==> config.mk <==
export PLATFORM = sky130hd
export DESIGN_NAME = multi_linked_list
export DESIGN_NICKNAME = d
export VERILOG_FILES = /design/src/rtl/multi_linked_list_pkg.sv /design/src/rtl/ll_free_alloc.sv /design/src/rtl/multi_linked_list.sv
export SDC_FILE = /design/constraint.sdc
export NUM_CORES = 1
export LEC_CHECK = 0
export CAP_MARGIN = 20
export CORE_MARGIN = 3
export CORE_UTILIZATION = 57
export DETAILED_ROUTE_END_ITERATION = 6
export GPL_TIMING_DRIVEN = 0
export PLACE_DENSITY = 0.77
export SLEW_MARGIN = 20
export SYNTH_ARGS = -nofsm -noshare
export SYNTH_HDL_FRONTEND = slang
export SYNTH_SLANG_ARGS = --single-unit
==> constraint.sdc <==
create_clock -name clk -period 17.1 [get_ports clk]
set_input_delay 2.565 -clock clk [delete_from_list [all_inputs] [get_ports clk]]
set_output_delay 2.565 -clock clk [all_outputs]
set_load 0.005 [all_outputs]
==> src/rtl/multi_linked_list_pkg.sv <==
// Shared definitions for the multi-list linked-list manager: op codes, FSM
// states and width helpers used to size ports from the pool and list counts.
package multi_linked_list_pkg;

    typedef enum logic [2:0] {
        OP_READ         = 3'd0,
        OP_INSERT_HEAD  = 3'd1,
        OP_INSERT_TAIL  = 3'd2,
        OP_INSERT_AFTER = 3'd3,
        OP_POP_HEAD     = 3'd4,
        OP_DELETE_ADDR  = 3'd5,
        OP_DELETE_VALUE = 3'd6,
        OP_RESERVED     = 3'd7
    } op_e;

    typedef enum logic [1:0] {
        ST_IDLE,
        ST_EXEC,
        ST_TRAVERSE,
        ST_DONE
    } state_e;

    // One extra code beyond the pool keeps the all-ones value free for ADDR_NULL.
    function automatic int addr_width_f(input int max_node);
        return $clog2(max_node + 1);
    endfunction

    function automatic int list_width_f(input int num_lists);
        return (num_lists > 1) ? $clog2(num_lists) : 1;
    endfunction

    function automatic int idx_width_f(input int max_node);
        return (max_node > 1) ? $clog2(max_node) : 1;
    endfunction

    function automatic logic [31:0] addr_null_f(input int addr_width);
        return (32'd1 << addr_width) - 32'd1;
    endfunction

endpackage

==> src/rtl/ll_free_alloc.sv <==
// Lowest-index free-node finder and free-node counter over the valid bitmap.
module ll_free_alloc #(
    parameter int MAX_NODE   = 8,
    parameter int ADDR_WIDTH = 4
) (
    input  logic [MAX_NODE-1:0]   valid,
    output logic [ADDR_WIDTH-1:0] free_addr,
    output logic [ADDR_WIDTH-1:0] free_count
);

    logic found;

    // NOTE: every variable gets a default at the top of always_comb so no path
    // leaves it unassigned, which would otherwise infer a latch.
    always_comb begin
        free_addr  = '1;
        free_count = '0;
        found      = 1'b0;
        for (int i = 0; i < MAX_NODE; i++) begin
            if (!valid[i]) begin
                free_count = free_count + ADDR_WIDTH'(1);
                if (!found) begin
                    free_addr = ADDR_WIDTH'(i);
                    found     = 1'b1;
                end
            end
        end
    end

endmodule

==> src/rtl/multi_linked_list.sv <==
// NUM_LISTS singly linked lists sharing one node pool; one operation at a time
// through op_start/op_done, with delete ops walking the list one node per cycle.
module multi_linked_list
    import multi_linked_list_pkg::*;
#(
    parameter  int DATA_WIDTH = 8,
    parameter  int MAX_NODE   = 8,
    parameter  int NUM_LISTS  = 4,
    localparam int ADDR_WIDTH = addr_width_f(MAX_NODE),
    localparam int LIST_WIDTH = list_width_f(NUM_LISTS)
) (
    input  logic                            clk,
    input  logic                            rst_n,
    input  logic [2:0]                      op,
    input  logic                            op_start,
    input  logic [LIST_WIDTH-1:0]           list_in,
    input  logic [ADDR_WIDTH-1:0]           addr_in,
    input  logic [DATA_WIDTH-1:0]           data_in,
    output logic [DATA_WIDTH-1:0]           data_out,
    output logic [ADDR_WIDTH-1:0]           addr_out,
    output logic [ADDR_WIDTH-1:0]           next_node_addr,
    output logic                            op_done,
    output logic                            fault,
    output logic                            busy,
    output logic [NUM_LISTS*ADDR_WIDTH-1:0] head,
    output logic [NUM_LISTS*ADDR_WIDTH-1:0] tail,
    output logic [NUM_LISTS-1:0]            list_empty,
    output logic [ADDR_WIDTH-1:0]           free_count,
    output logic                            full,
    output logic                            empty
);

    localparam int                    IDX_WIDTH  = idx_width_f(MAX_NODE);
    localparam logic [ADDR_WIDTH-1:0] ADDR_NULL  = ADDR_WIDTH'(addr_null_f(ADDR_WIDTH));
    localparam logic [ADDR_WIDTH-1:0] MAX_NODE_A = ADDR_WIDTH'(MAX_NODE);

    function automatic logic [IDX_WIDTH-1:0] ix(input logic [ADDR_WIDTH-1:0] a);
        return IDX_WIDTH'(a);
    endfunction

    state_e                  state_q, state_d;
    op_e                     op_q;
    logic [LIST_WIDTH-1:0]   list_q;
    logic [ADDR_WIDTH-1:0]   addr_q;
    logic [DATA_WIDTH-1:0]   data_q;
    logic [ADDR_WIDTH-1:0]   cur_q, prev_q;

    logic [MAX_NODE-1:0]     valid_q;
    logic [DATA_WIDTH-1:0]   data_mem [MAX_NODE];
    logic [ADDR_WIDTH-1:0]   next_mem [MAX_NODE];
    logic [ADDR_WIDTH-1:0]   head_q   [NUM_LISTS];
    logic [ADDR_WIDTH-1:0]   tail_q   [NUM_LISTS];

    logic [ADDR_WIDTH-1:0]   free_addr;
    logic                    list_ok, addr_ok, cur_ok, cur_match;
    logic                    exec_fault, trav_end, trav_hit;
    logic [LIST_WIDTH-1:0]   lsel;
    logic [ADDR_WIDTH-1:0]   lhead, ltail, cur_next;

    logic                    dwe, nwe0, nwe1;
    logic [ADDR_WIDTH-1:0]   dwa, nwa0, nwa1, nwd0, nwd1;
    logic [DATA_WIDTH-1:0]   dwd;

    ll_free_alloc #(
        .MAX_NODE   (MAX_NODE),
        .ADDR_WIDTH (ADDR_WIDTH)
    ) u_free_alloc (
        .valid      (valid_q),
        .free_addr  (free_addr),
        .free_count (free_count)
    );

    assign full    = (free_count == '0);
    assign empty   = (free_count == MAX_NODE_A);
    assign op_done = (state_q == ST_DONE);
    assign busy    = (state_q != ST_IDLE);

    for (genvar g = 0; g < NUM_LISTS; g++) begin : g_list
        assign head[g*ADDR_WIDTH +: ADDR_WIDTH] = head_q[g];
        assign tail[g*ADDR_WIDTH +: ADDR_WIDTH] = tail_q[g];
        assign list_empty[g]                    = (head_q[g] == ADDR_NULL);
    end

    assign list_ok   = (32'(list_q) < NUM_LISTS);
    assign lsel      = list_ok ? list_q : '0;
    assign lhead     = head_q[lsel];
    assign ltail     = tail_q[lsel];
    assign addr_ok   = (addr_q < MAX_NODE_A) && valid_q[ix(addr_q)];
    assign cur_ok    = (cur_q < MAX_NODE_A);
    assign cur_next  = next_mem[ix(cur_q)];
    assign cur_match = (op_q == OP_DELETE_ADDR) ? (cur_q == addr_q)
                                                : (data_mem[ix(cur_q)] == data_q);
    assign trav_end  = !list_ok || !cur_ok;
    assign trav_hit  = !trav_end && cur_match;

    always_comb begin
        exec_fault = 1'b1;
        case (op_q)
            OP_READ:         exec_fault = !addr_ok;
            OP_INSERT_HEAD,
            OP_INSERT_TAIL:  exec_fault = !list_ok || full;
            OP_INSERT_AFTER: exec_fault = !list_ok || full || !addr_ok;
            OP_POP_HEAD:     exec_fault = !list_ok || (lhead == ADDR_NULL);
            default:         exec_fault = 1'b1;
        endcase
    end

    always_comb begin
        state_d = state_q;
        case (state_q)
            ST_IDLE: begin
                if (op_start) begin
                    if (op_e'(op) == OP_DELETE_ADDR || op_e'(op) == OP_DELETE_VALUE)
                        state_d = ST_TRAVERSE;
                    else
                        state_d = ST_EXEC;
                end
            end
            ST_EXEC:     state_d = ST_DONE;
            ST_TRAVERSE: if (trav_end || trav_hit) state_d = ST_DONE;
            ST_DONE:     state_d = ST_IDLE;
            default:     state_d = ST_IDLE;
        endcase
    end

    // Node-memory write ports: one data write plus two next-pointer writes
    // (new/unlinked node and its predecessor), never to the same address.
    always_comb begin
        dwe  = 1'b0;  dwa  = '0;  dwd  = '0;
        nwe0 = 1'b0;  nwa0 = '0;  nwd0 = '0;
        nwe1 = 1'b0;  nwa1 = '0;  nwd1 = '0;
        if (state_q == ST_EXEC && !exec_fault) begin
            dwa  = free_addr;
            dwd  = data_q;
            nwa0 = free_addr;
            case (op_q)
                OP_INSERT_HEAD: begin
                    dwe  = 1'b1;
                    nwe0 = 1'b1;
                    nwd0 = lhead;
                end
                OP_INSERT_TAIL: begin
                    dwe  = 1'b1;
                    nwe0 = 1'b1;
                    nwd0 = ADDR_NULL;
                    nwe1 = (ltail != ADDR_NULL);
                    nwa1 = ltail;
                    nwd1 = free_addr;
                end
                OP_INSERT_AFTER: begin
                    dwe  = 1'b1;
                    nwe0 = 1'b1;
                    nwd0 = next_mem[ix(addr_q)];
                    nwe1 = 1'b1;
                    nwa1 = addr_q;
                    nwd1 = free_addr;
                end
                default: ;
            endcase
        end else if (state_q == ST_TRAVERSE && trav_hit && prev_q != ADDR_NULL) begin
            nwe1 = 1'b1;
            nwa1 = prev_q;
            nwd1 = cur_next;
        end
    end

    // NOTE: node payload/pointer memories carry no reset; the valid bitmap
    // alone decides which entries are meaningful, so clearing them buys nothing.
    always_ff @(posedge clk) begin
        if (dwe)  data_mem[ix(dwa)]  <= dwd;
        if (nwe0) next_mem[ix(nwa0)] <= nwd0;
        if (nwe1) next_mem[ix(nwa1)] <= nwd1;
    end

    always_ff @(posedge clk or negedge rst_n) begin
        if (!rst_n) state_q <= ST_IDLE;
        else        state_q <= state_d;
    end

    // NOTE: all sequential state uses non-blocking assignments so every
    // register sees the pre-edge values of the others within the same clock.
    always_ff @(posedge clk or negedge rst_n) begin
        if (!rst_n) begin
            op_q           <= OP_READ;
            list_q         <= '0;
            addr_q         <= '0;
            data_q         <= '0;
            cur_q          <= ADDR_NULL;
            prev_q         <= ADDR_NULL;
            valid_q        <= '0;
            data_out       <= '0;
            addr_out       <= ADDR_NULL;
            next_node_addr <= ADDR_NULL;
            fault          <= 1'b0;
            for (int i = 0; i < NUM_LISTS; i++) begin
                head_q[i] <= ADDR_NULL;
                tail_q[i] <= ADDR_NULL;
            end
        end else begin
            case (state_q)
                ST_IDLE: begin
                    if (op_start) begin
                        op_q   <= op_e'(op);
                        list_q <= list_in;
                        addr_q <= addr_in;
                        data_q <= data_in;
                        cur_q  <= (32'(list_in) < NUM_LISTS) ? head_q[list_in] : ADDR_NULL;
                        prev_q <= ADDR_NULL;
                    end
                end
                ST_EXEC: begin
                    fault <= exec_fault;
                    if (!exec_fault) begin
                        case (op_q)
                            OP_READ: begin
                                data_out       <= data_mem[ix(addr_q)];
                                addr_out       <= addr_q;
                                next_node_addr <= next_mem[ix(addr_q)];
                            end
                            OP_INSERT_HEAD: begin
                                valid_q[ix(free_addr)] <= 1'b1;
                                head_q[lsel]           <= free_addr;
                                if (lhead == ADDR_NULL) tail_q[lsel] <= free_addr;
                                data_out               <= data_q;
                                addr_out               <= free_addr;
                                next_node_addr         <= lhead;
                            end
                            OP_INSERT_TAIL: begin
                                valid_q[ix(free_addr)] <= 1'b1;
                                tail_q[lsel]           <= free_addr;
                                if (ltail == ADDR_NULL) head_q[lsel] <= free_addr;
                                data_out               <= data_q;
                                addr_out               <= free_addr;
                                next_node_addr         <= ADDR_NULL;
                            end
                            OP_INSERT_AFTER: begin
                                valid_q[ix(free_addr)] <= 1'b1;
                                if (ltail == addr_q) tail_q[lsel] <= free_addr;
                                data_out               <= data_q;
                                addr_out               <= free_addr;
                                next_node_addr         <= next_mem[ix(addr_q)];
                            end
                            OP_POP_HEAD: begin
                                valid_q[ix(lhead)] <= 1'b0;
                                head_q[lsel]       <= next_mem[ix(lhead)];
                                if (ltail == lhead) tail_q[lsel] <= ADDR_NULL;
                                data_out           <= data_mem[ix(lhead)];
                                addr_out           <= lhead;
                                next_node_addr     <= next_mem[ix(lhead)];
                            end
                            default: ;
                        endcase
                    end
                end
                ST_TRAVERSE: begin
                    if (trav_end) begin
                        fault <= 1'b1;
                    end else if (cur_match) begin
                        fault              <= 1'b0;
                        valid_q[ix(cur_q)] <= 1'b0;
                        if (prev_q == ADDR_NULL) head_q[lsel] <= cur_next;
                        if (ltail == cur_q)      tail_q[lsel] <= prev_q;
                        data_out           <= data_mem[ix(cur_q)];
                        addr_out           <= cur_q;
                        next_node_addr     <= cur_next;
                    end else begin
                        prev_q <= cur_q;
                        cur_q  <= cur_next;
                    end
                end
                ST_DONE: fault <= 1'b0;
                default: ;
            endcase
        end
    end

endmodule
== Yosys cells after proc, flatten, opt, wreduce, memory -nomap -nowiden ==
Memories as Yosys holds them, arrays and structs flattened.
Cells that the tools add are included.
Storage, ports and cells
  bits in registers: 84
  bits in writable memories: 96
  bits of input ports: 20
  output and inout port bits: 61
  word-level logic and storage cells: 253
  memories kept: 2
Memory list
  data_mem: depth 8, width 8, rd ports 3, clocked after memory_dff 0, wr ports 1, line multi_linked_list.sv:49  | logic [DATA_WIDTH-1:0] data_mem [MAX_NODE];
  next_mem: depth 8, width 4, rd ports 3, clocked after memory_dff 0, wr ports 2, line multi_linked_list.sv:50  | logic [ADDR_WIDTH-1:0] next_mem [MAX_NODE];
Cells by class
  $add $sub $neg: 7
  $lt $le $gt $ge: 12
  equal/unequal tests: 43
  mux-type cells: 126
  bitwise operators: 8
  reductions and logical operators: 35
Operators by type and width (count)
  2-to-1 mux 16 bit: 12
  2-to-1 mux 4 bit: 45
  bitwise mux 16 bit: 5
  one-hot mux 16 bit (2 select lines): 2
  one-hot mux 16 bit (4 select lines): 1
  2-to-1 mux 8 bit: 7
  one-hot mux 16 bit (3 select lines): 1
  one-hot mux 8 bit (2 select lines): 3
  equality test 4 bit (second input constant): 8
  one-hot mux 4 bit (2 select lines): 4
  adder 4 x 1 -> 4 bit (second input constant): 6
  binary-select mux 4 bit (select 2 bit): 3
  one-hot mux 4 bit (3 select lines): 2
  one-hot mux 8 bit (3 select lines): 1
  2-to-1 mux 1 bit: 23
  AND 8 bit: 2
  equality test 4 bit: 4
  < comparator 3 x 4 -> 1 bit (second input constant): 4
  NOT 8 bit: 2
  OR 16 bit: 1
  one-hot mux 4 bit (4 select lines): 1
  != test 3 bit (second input constant): 5
  AND reduction 5 bit: 3
  equality test 3 bit (second input constant): 4
  other kinds (44): 82

== Logic depth before layout (Yosys ltp) ==
  depth in word-level cells: 23
  mapped depth: 26

== Modules after synthesis ==
From an unflattened synthesis, not the netlist that was laid out.
Unflattened totals
  cell total of the unflattened synthesis: 1086
  area, all modules: 12052.8 sq um
By module, submodules not included
  multi_linked_list: times used 1, cells each 981, area each 11278.3 sq um, sequential area each 5044.8 sq um
  ll_free_alloc: times used 1, cells each 105, area each 774.5 sq um, sequential area each 0.0 sq um

== Worst setup path after synthesis ==
Ideal clock, no wire load.
  path type: reg-to-output
  start point: register valid_q[0]
  end point: output full
  arrival: 4.355 ns
  path slack: 10.180 ns
  stages on the path, launching flop included: 22
  path buffers: 0
  cell sequence: dfrtp_1 -> inv_1 -> ha_1 -> xnor2_1 -> ha_1 -> nand2b_1 -> nand2_1 -> ha_1 -> nand2b_1 -> nand3_1 -> ha_1 -> nor2_1 -> a41oi_1 -> ha_1 -> nand2_1 -> a21boi_0 -> inv_1 -> ha_1 -> nor3_1 -> a22oi_2 -> a2111oi_2 -> a21o_1
Between the ends
  cells in the longest elaborated chain, start to end: 16
Ends and longest elaborated chain
  from (decl): line multi_linked_list.sv:48  | logic [MAX_NODE-1:0] valid_q;
  from (signal assigned): line multi_linked_list.sv:190  | valid_q <= '0;
  from (signal, indexed assignment): line multi_linked_list.sv:221  | valid_q[ix(free_addr)] <= 1'b1;
  from (signal, indexed assignment): line multi_linked_list.sv:229  | valid_q[ix(free_addr)] <= 1'b1;
  2-to-1 mux 1 bit *: line ll_free_alloc.sv:20  | if (!valid[i]) begin
  adder 1 x 1 -> 2 bit: line ll_free_alloc.sv:21  | free_count = free_count + ADDR_WIDTH'(1);
  2-to-1 mux 4 bit *: line ll_free_alloc.sv:20
  adder 4 x 1 -> 4 bit: line ll_free_alloc.sv:21
  2-to-1 mux 4 bit *: line ll_free_alloc.sv:20
  adder 4 x 1 -> 4 bit: line ll_free_alloc.sv:21
  2-to-1 mux 4 bit *: line ll_free_alloc.sv:20
  adder 4 x 1 -> 4 bit: line ll_free_alloc.sv:21
  2-to-1 mux 4 bit *: line ll_free_alloc.sv:20
  adder 4 x 1 -> 4 bit: line ll_free_alloc.sv:21
  2-to-1 mux 4 bit *: line ll_free_alloc.sv:20
  adder 4 x 1 -> 4 bit: line ll_free_alloc.sv:21
  2-to-1 mux 4 bit *: line ll_free_alloc.sv:20
  adder 4 x 1 -> 4 bit: line ll_free_alloc.sv:21
  2-to-1 mux 4 bit *: line ll_free_alloc.sv:20
  logical NOT 4 bit *: line multi_linked_list.sv:73  | assign full = (free_count == '0);
  to (decl): line multi_linked_list.sv:29  | output logic full,
Mark *: on every way between the ends. The rest lies on a longest branch, timed or not.

== Worst setup path in the final report ==
Ends and elaborated chain as after synthesis.

==> impl_metrics.json <==
{
  "synth_edf_count": 96,
  "dpl.hpwl_um": 32200,
  "nFillCells": 1680,
  "worst_ep_required_time_ps": 14530,
  "rsz0062_at_grt": "no",
  "clk_transition_reported_paths_ps": 80,
  "synthFlopType": "edfxtp_1",
  "die-area_mm2": 0.0237,
  "drtPass1Iterations": 7,
  "slew_headroom": 0.288,
  "syn_area_per_cell_um2": 11.0,
  "async_reset_ff_frac": 0.467,
  "syn_area_mm2": 0.0125,
  "worstMarginPinSlew_ps": 1060,
  "synthTopCellsByArea": "edfxtp_1 23%, mux4_2 11%, dfstp_2 10%",
  "grt_max_degree": 44,
  "grt_pass1_wl_um": 66900,
  "ys_ff_latch": 180,
  "yosys.area.top_type": "edfxtp_1",
  "cp-end-kind": "primary output",
  "drive_gt1_frac": 0.225,
  "grt_pass1_vias": 10800,
  "start_util": 0.586,
  "period_needed_ps": 8670,
  "min_period_over_period": 0.507,
  "crit_path_cell_trace": "inv_1 > ha_1 > xnor2_1 > ha_1 > nand2b_1 > nand2_1 > ha_1 > nand2b_1 > nand3_1 > ha_1 > nor2_1 > a41oi_1 > ha_1 > nand2_1 > a21boi_0 > inv_1 > ha_1 > nor3_1 > a22oi_2 > a2111oi_2 > a21o_1 > clkdlybuf4s50_1",
  "die_w_um": 154,
  "crit_arrival_ps": 6100,
  "fin_skew_ps": 13.5,
  "syn2layout_area_growth_pct": 14.5,
  "startpoint_type": "register",
  "drtIter0Drc": 2075,
  "num_antenna_cells": 0,
  "cts_resized": 0,
  "finalHoldViolations": 0,
  "antenna_found_initial": 0,
  "slowest_stage": "clkdlybuf4s50_1",
  "grt_overflow": 0,
  "routed_via_density": 7.30,
  "setup-tns-final_ps": 0,
  "ios": 81,
  "cts_tree": "built",
  "ys_types": 91,
  "die_h_um": 154,
  "path_class": "register to primary output",
  "h-tree-depth": 4,
  "crit_fanout": 6,
  "coreArea_mm2": 0.0213,
  "syn-num-nets": 1167,
  "cts.sinks": 180,
  "slew_viol_final": 0,
  "post-cts-setup-buffers": 0,
  "vias": 11100,
  "clkLatencyLatePin_ps": 450,
  "ant_nets": 0,
  "holdBufCountCts": 0,
  "clockBufferDepth": 2,
  "numCtsBuffers": 17,
  "wl_per_cell_um": 28.9,
  "yosysSeqAreaShare": 0.404,
  "place_congestion": 1.04,
  "setup_violations": 0,
  "num-nets-final": 1270,
  "max-cap-violations": 0,
  "wirelength_um": 44000,
  "status": "complete, no violations",
  "drc": 0,
  "crit_path_max_incr_delay_ps": 610,
  "critPathMostFrequentCell": "ha_1",
  "clock.fmax_ghz": 0.115,
  "io_buffers": 79,
  "synth_top_area_frac": 0.231,
  "hp-class": "register to register",
  "track_usage": 0.371,
  "ys_warn_count": 0,
  "cts.root.buffer_cell": "clkbuf_16",
  "num_rows": 53,
  "post_synth_inst_count": 1134
}
[through the flow]
step           worst slack (ps)  std cells   util  hold slack [ps]  area, um^2
4_1_cts                    8540       1525  0.671              493       14300
3_3_place_gp               9130       1488  0.640              464       13600
2_1_floorplan             10180       1134      -              466       12500
3_5_place_dp               9020       1493  0.644              476       13700
5_1_grt                    8080       1525  0.671              513       14300
6_report                   8430       1525  0.671              489       14300
[Yosys cell counts, types with 15 or more instances]
| master | number |
|---|---|
| xor2_1 | 17 |
| o22ai_1 | 29 |
| mux4_2 | 59 |
| nor2_1 | 78 |
| nand2_1 | 95 |
| nand3_1 | 23 |
| dfrtp_1 | 36 |
| a21oi_1 | 57 |
| buf_2 | 15 |
| o21ai_0 | 53 |
| nand2b_1 | 15 |
| inv_1 | 19 |
| nor2b_1 | 18 |
| xnor2_1 | 19 |
| nor3_1 | 18 |
| and2_1 | 15 |
| a221oi_1 | 17 |
| mux2_2 | 71 |
| clkbuf_1 | 59 |
| dfstp_2 | 48 |
| mux2i_1 | 56 |
| edfxtp_1 | 96 |
[layout make-up]
cell class                 count  area, um^2  area share
multi-input combinational    847        7030       0.492
sequential                   180        5040       0.353
inverter                      22        87.6     0.00613
tap                          275         344      0.0241
timing repair buffer          84         850      0.0594
clock inverter                15         155      0.0109
clock buffer                  17         425      0.0298
buffer                        85         353      0.0247
[routing by layer]
metal | global-route usage | part of all wire | vias up
li1 | - | - | 4572
met1 | 0.530 | 0.39 | 5391
met2 | 0.524 | 0.42 | 953
met3 | 0.113 | 0.14 | 213
met4 | 0.164 | 0.051 | 0
met5 | 0 | 0 | -
[flip-flops by register name, indices dropped and copies added (netlist names)]
| register | count |
|---|---|
| state_q | 2 |
| valid_q | 8 |
| addr_out | 4 |
| data_mem | 64 |
| fault | 1 |
| cur_q | 4 |
| prev_q | 4 |
| next_mem | 32 |
| head | 16 |
| data_q | 8 |
| tail | 16 |
| data_out | 8 |
| list_q | 2 |
| op_q | 3 |
| addr_q | 4 |
| next_node_addr | 4 |
[final timing paths]
kind                        startpoint             end  depth (start not counted)  slack (ps)
hold reg to reg            data_out[6]     data_out[6]                          2         490
max in group asynchronous        rst_n     addr_out[2]                          2       14300
setup reg to reg            valid_q[0]  next_mem[7][0]                         25        9930
setup / recovery            valid_q[0]            full                         22        8430
min in group asynchronous        rst_n       addr_q[3]                          1        2110
hold / removal             data_out[6]     data_out[6]                          2         490
[logic make-up (layout without fill, tap and decap cells)]
kind of cell | Yosys count | after routing | synth area share
adder cells (fa/ha/maj) | 13 | 13 | 0.0130
AO/OA/AOI/OAI | 285 | 285 | 0.168
buffers and inverters | 107 | 223 | 0.0353
XOR/XNOR | 40 | 40 | 0.0323
multiplexers | 191 | 191 | 0.220
AND/OR/NAND/NOR | 318 | 318 | 0.127
flip-flops | 180 | 180 | 0.404
[critical path: cells and delay by family (launching register included)]
| family | cells | cell delay (ps) |
|---|---|---|
| xor gates and xnor gates | 1 | 160 |
| and+or+nand+nor | 7 | 720 |
| adders and majority gates | 6 | 1910 |
| buffers and inverters | 3 | 830 |
| DFF | 1 | 460 |
| AOI/OAI and AO/OA | 5 | 1580 |
[layout by cell type (no fill, tap or decap), types with 7 or more instances in the layout]
cell             netlist  final
and3_1                13     13
nand4_1                7      7
a21o_1                11     11
o221ai_1               9      9
nor2b_1               18     18
inv_1                 19     19
xor2_1                17     17
o22ai_1               29     29
o31ai_1                7      7
mux2i_1               56     56
clkdlybuf4s50_1        0     78
nand3_1               23     23
mux4_2                59     59
ha_1                  13     13
edfxtp_1              96     96
a21oi_1               57     57
o21ai_0               53     53
nand2_1               95     95
a22oi_1               14     14
mux2_2                71     71
clkbuf_1              59     59
and2_1                15     15
a31oi_1               13     13
a211oi_1               8      8
dfrtp_1               36     36
clkbuf_16              0     17
a221oi_1              17     17
nor3_1                18     13
o41ai_1                7      7
nand2b_1              15     15
dfstp_2               48     48
buf_1                  9      9
nor2_1                78     78
o211ai_1               7      7
xnor2_1               19     19
buf_2                 15     15
Power is not shown: default switching activity piles up to over one toggle a cycle in this logic, so the estimate is an artifact.
